<file path="src/rtl/tx_pkt_seq.sv">
`default_nettype none
// ============================================================================
//  Module      : tx_pkt_seq
//  Description : Frame sequencer for the 1 Mb/s TX path. Feeds preamble,
//                access address, length header and FIFO payload bytes to
//                the byte serializer and reports done/underflow/abort.
//  Revision    : 1.0 - initial release
// ============================================================================
module tx_pkt_seq #(
    parameter logic [7:0] PREAMBLE = 8'hAA,
    parameter int         AA_BYTES = 4,
    parameter int         LEN_W    = 8
) (
    input  logic             clk,
    input  logic             rst_n,
    input  logic             tx_go,
    input  logic             tx_abort,
    input  logic [31:0]      cfg_aa,
    input  logic [LEN_W-1:0] cfg_len,
    input  logic [7:0]       pl_data,
    input  logic             pl_valid,
    output logic             pl_rd,
    input  logic             ser_en,
    input  logic             ser_ready,
    input  logic             ser_bit_valid,
    output logic             ser_start,
    output logic [7:0]       ser_data,
    output logic             tx_busy,
    output logic             tx_done,
    output logic [1:0]       tx_err
);

    localparam logic [2:0] c_IDLE  = 3'd0;
    localparam logic [2:0] c_PRE   = 3'd1;
    localparam logic [2:0] c_AA    = 3'd2;
    localparam logic [2:0] c_HDR   = 3'd3;
    localparam logic [2:0] c_PLD   = 3'd4;
    localparam logic [2:0] c_DRAIN = 3'd5;

    localparam logic [1:0] c_AA_LAST   = 2'(AA_BYTES - 1);
    localparam logic [1:0] c_ERR_UFLOW = 2'd1;
    localparam logic [1:0] c_ERR_ABORT = 2'd2;

    logic [2:0]       r_state;
    logic [2:0]       w_state_nxt;
    logic [31:0]      r_aa;
    logic [LEN_W-1:0] r_len;
    logic [LEN_W-1:0] r_rem;
    logic [1:0]       r_idx;
    logic [1:0]       r_err;
    logic [7:0]       w_hdr;
    logic             w_acc;
    logic             w_underflow;
    logic             w_abort;

    generate
        if (LEN_W >= 8) begin : g_hdr_trunc
            assign w_hdr = r_len[7:0];
        end else begin : g_hdr_ext
            assign w_hdr = {{(8-LEN_W){1'b0}}, r_len};
        end
    endgenerate

    // In payload, start follows FIFO occupancy so an empty FIFO never offers a byte
    assign ser_start = (r_state == c_PRE) || (r_state == c_AA) || (r_state == c_HDR) ||
                       ((r_state == c_PLD) && pl_valid);
    assign w_acc       = ser_start & ser_ready & ser_en;
    assign w_underflow = (r_state == c_PLD) & ser_ready & ser_en & ser_bit_valid & ~pl_valid;
    assign w_abort     = tx_abort & ((r_state == c_PRE) || (r_state == c_AA) ||
                                     (r_state == c_HDR) || (r_state == c_PLD));
    assign tx_busy     = (r_state != c_IDLE);
    assign tx_err      = r_err;

    always_comb begin
        ser_data = 8'h00;
        case (r_state)
            c_PRE:   ser_data = PREAMBLE;
            c_AA:    ser_data = r_aa[{r_idx, 3'b000} +: 8];
            c_HDR:   ser_data = w_hdr;
            c_PLD:   ser_data = pl_data;
            default: ser_data = 8'h00;
        endcase
    end

    always_comb begin
        w_state_nxt = r_state;
        pl_rd       = 1'b0;
        tx_done     = 1'b0;
        case (r_state)
            c_IDLE:  if (tx_go) w_state_nxt = c_PRE;
            c_PRE:   if (w_acc) w_state_nxt = c_AA;
            c_AA:    if (w_acc && (r_idx == c_AA_LAST)) w_state_nxt = c_HDR;
            c_HDR:   if (w_acc) w_state_nxt = (r_len == '0) ? c_DRAIN : c_PLD;
            c_PLD: begin
                if (w_acc) begin
                    pl_rd = 1'b1;
                    if (r_rem == LEN_W'(1)) w_state_nxt = c_DRAIN;
                end else if (w_underflow) begin
                    w_state_nxt = c_DRAIN;
                end
            end
            c_DRAIN: begin
                if (!ser_bit_valid) begin
                    tx_done     = 1'b1;
                    w_state_nxt = c_IDLE;
                end
            end
            default: w_state_nxt = c_IDLE;
        endcase
        // An accepted byte on the abort cycle is still consumed above
        if (w_abort) w_state_nxt = c_DRAIN;
    end

    always_ff @(posedge clk or negedge rst_n) begin
        if (!rst_n) begin
            r_state <= c_IDLE;
            r_aa    <= '0;
            r_len   <= '0;
            r_rem   <= '0;
            r_idx   <= '0;
            r_err   <= '0;
        end else begin
            r_state <= w_state_nxt;
            case (r_state)
                c_IDLE: begin
                    if (tx_go) begin
                        r_aa  <= cfg_aa;
                        r_len <= cfg_len;
                        r_err <= '0;
                        r_idx <= '0;
                    end
                end
                c_AA:  if (w_acc) r_idx <= r_idx + 2'd1;
                c_HDR: if (w_acc) r_rem <= r_len;
                c_PLD: begin
                    if (w_acc) r_rem <= r_rem - LEN_W'(1);
                    else if (w_underflow) r_err <= c_ERR_UFLOW;
                end
                default: ;
            endcase
            if (w_abort) r_err <= c_ERR_ABORT;
        end
    end

endmodule
`default_nettype wire

</file>
<file path="config.mk">
export PLATFORM = sky130hd
export DESIGN_NAME = tx_pkt_seq
export DESIGN_NICKNAME = d
export VERILOG_FILES = /design/src/rtl/tx_pkt_seq.sv
export SDC_FILE = /design/constraint.sdc
export NUM_CORES = 1
export LEC_CHECK = 0
export BUFFER_PORTS_ARGS = -buffer_cell sky130_fd_sc_hd__clkbuf_2
export CELL_PAD_IN_SITES_DETAIL_PLACEMENT = 0
export CELL_PAD_IN_SITES_GLOBAL_PLACEMENT = 1
export CORE_ASPECT_RATIO = 0.9
export CORE_MARGIN = 1
export CORE_UTILIZATION = 35
export CTS_BUF_LIST = sky130_fd_sc_hd__clkbuf_4
export CTS_CLUSTER_SIZE = 24
export DETAILED_ROUTE_END_ITERATION = 7
export PLACE_DENSITY_LB_ADDON = 0.1
export SLEW_MARGIN = 15
export SYNTH_ARGS = -nofsm -noshare
export SYNTH_HDL_FRONTEND = slang
export SYNTH_SLANG_ARGS = --single-unit
</file>
<file path="constraint.sdc">
create_clock -name clk -period 2.7 [get_ports clk]
set_input_delay 0.675 -clock clk [delete_from_list [all_inputs] [get_ports clk]]
set_output_delay 0.675 -clock clk [all_outputs]
set_load 0.01 [all_outputs]
</file>
==> flow_summary.ini <==
[place]
dp_hpwl_mm = 5.29
place.port_buffers = 69
gp_congestion = 0.749
postPlaceCellArea_um2 = 3440
pre_cts_ws_ps = 474

[power]
ir_drop_uv = 371
power.density_nw_per_um2 = 1090
power.leakage_uw = 0.00155

[global_routing]
grt_antenna_before_repair = 0
grt_pass1_vias = 2249
overflow = 0
grt_max_degree = 56
grtUsageTotal_pct = 17.5
grt_pass1_wl_mm = 11.8

[final_layout]
drive_gt1_share_pct = 42.6
multiInputGateArea_um2 = 1500
syn_to_final_growth_pct = 19.1
num-nets-final = 382
fin_util_pct = 43.5
seq_area_um2 = 1380
diodes = 0
final_cell_area_um2 = 3540
fill_cells = 822

[detailed_routing]
drc = 0
routedWlPerCell_um = 16.8
via_per_inst = 5.36
dr.pass1.iters = 4
initialDrtViolationCount = 134
antenna_left = 0
vias = 2267
wl_mm = 7.09

[cts]
clk-insertion-delay-late_ps = 390
clk_pin_slew_ps = 180
cts_made_buffers = 5
cts-root-buf = clkbuf_4
ctsHoldBuffers = 0
cts_max_level = 2
cts_sinks = 55
cts_tree = built
clockBufferDepth = 2

[setup_path]
cp.arrival_ps = 1890
critPathTopFamily = multiplexers
slowest_delay_ps = 510
crit_required_ps = 2030
worstPathCellList = buf_6 > mux4_2 > a21oi_1 > o31ai_1 > clkbuf_2
crit_start = r_idx[0]$_DFFE_PN0P_
crit_path_end_kind = primary output
reg2reg_slack_ps = 570
start_kind = flop
critPathKind = flop to primary output
crit_buf_inv = 2
r2r_start = r_state[1]$_DFFE_PN0P_
crit_fanout = 11
cp_slowest_cell = mux4_2

[yosys]
synthCells = 256
syn_avg_cell_area_um2 = 11.6
seq_area_frac_synth_pct = 46.3
yosys.area.top_type_share_pct = 46.3
yosys.area.top_type = dfrtp_1
synth_warnings = 0
yosysMostFrequentCell = dfrtp_1
synth_top_flop_cell = dfrtp_1
synthTopCellsByCount = dfrtp_1 (55), mux2_2 (38), nand2_1 (17)
synth_seq_cells = 55
synth_edf_count = 0
yosys.cell_types.count = 53
synth_area_um2 = 2970
async_reset_ff_share_pct = 100
yosys-top-cells-area = dfrtp_1 (46%), mux2_2 (14%), mux4_2 (6.1%), o21ai_0 (2.5%), a21oi_1 (2.2%)
synth_fp_nets = 315

[floorplanning]
die-area_um2 = 8870
io_pins = 70
coreArea_um2 = 8150
die_w_um = 99.2
die_h_um = 89.5
initial_core_util_pct = 36.5
rows = 31

[sta]
tightest_slew_ps = 636
fin_setup_tns_ps = 0
maxSlewHeadroom_pct = 57.0
fin_crit_sh_pct = 94.9
finalHoldViolCount = 0
skew_ps = 22.8
rsz0062_at_grt = no
fmax_mhz = 390
drv_slew = 0
worst_slack_ps = 139
min_period_ps = 2560
setup_viol = 0

[flow_run]
cap_viol_max_count = 0

[min_path]
hold_path.class = input pin to async pin

[status]
status = finished, final reports clean
-- sequential cells by signal, indices dropped and copies added, names as in the netlist --
signal / count
r_rem: 8
r_idx: 2
r_aa: 32
r_state: 3
tx_err: 2
r_len: 8
-- metrics by stage --
stage / instances / hold WS, ps / power (uW)
5_1_grt: 423 / 251 / 4210
3_5_place_dp: 415 / 480 / 3400
2_1_floorplan: 256 / 379 / 2850
6_report: 423 / 250 / 3860
3_3_place_gp: 415 / 479 / 3380
4_1_cts: 423 / 256 / 3900
-- what timing repair did --
item | in CTS | in global routing
gates resized for setup | 0 | 3
setup buffers | 0 | 0
setup endpoints to repair | 0 | 3
-- path summary, 6_finish.rpt --
kind | cells after the start | endpoint
max | 5 | ser_data[3]
min | 2 | r_aa[27]$_DFFE_PN0P_
max reg2reg | 5 | r_rem[5]$_DFFE_PN0P_
min reg2reg | 1 | r_rem[5]$_DFFE_PN0P_
max in group asynchronous | 2 | r_rem[7]$_DFFE_PN0P_
min in group clk | 2 | r_aa[27]$_DFFE_PN0P_
-- final cells by class --
| type | count | share of cell area, % |
|---|---|---|
| Timing Repair Buffer | 77 | 12.3 |
| Tap cell | 99 | 3.50 |
| Multi-Input combinational cell | 179 | 42.2 |
| Clock buffer | 5 | 1.06 |
| Inverter | 5 | 0.530 |
| Clock inverter | 3 | 1.55 |
| Sequential cell | 55 | 38.9 |
-- kinds of logic (layout without fill, tap and decap cells) --
logic type	Yosys count	in the layout	share of synthesized area, %
and+or+nand+nor	63	63	12.0
AOI/OAI and AO/OA	58	58	13.0
DFF	55	55	46.3
muxes	54	54	23.2
buffers and inverters	22	90	3.83
adders and majority gates	4	4	1.60
-- placed cells by master, fill, tap and decap left out, types with 3 or more instances in the layout --
| cell type | Yosys | final |
|---|---|---|
| nand2b_1 | 3 | 3 |
| nand2_1 | 17 | 17 |
| o31ai_1 | 4 | 4 |
| a22oi_1 | 5 | 5 |
| ha_1 | 3 | 3 |
| o21ai_1 | 4 | 4 |
| nor2_1 | 10 | 10 |
| dfrtp_1 | 55 | 55 |
| nor3_1 | 5 | 5 |
| nand3b_1 | 3 | 3 |
| clkbuf_2 | 0 | 69 |
| buf_4 | 4 | 5 |
| mux4_2 | 8 | 8 |
| inv_1 | 5 | 5 |
| clkbuf_4 | 0 | 5 |
| mux2i_1 | 6 | 6 |
| a21oi_1 | 13 | 11 |
| or3_1 | 3 | 3 |
| o21ai_0 | 15 | 15 |
| o2bb2ai_1 | 3 | 3 |
| mux2_2 | 38 | 38 |
-- layer usage --
layer | vias to the layer above | wire, um | share of wire (%) | global-route usage (%)
li1 | 1087 | - | - | -
met1 | 1116 | 3510 | 50 | 25.1
met2 | 59 | 3210 | 45 | 27.7
met3 | 5 | 319 | 4.5 | 3.05
met4 | 0 | 46 | 0.65 | 4.01
met5 | - | 0 | 0 | 0
-- power by group --
| group | internal (uW) | switching (uW) | leakage, uW |
|---|---|---|---|
| Combinational | 955 | 862 | 0.000840 |
| Sequential | 1230 | 329 | 0.000660 |
| Clock | 204 | 284 | 0.0000481 |
| Total | 2380 | 1470 | 0.00155 |
Power figures use the tool's default switching activity.
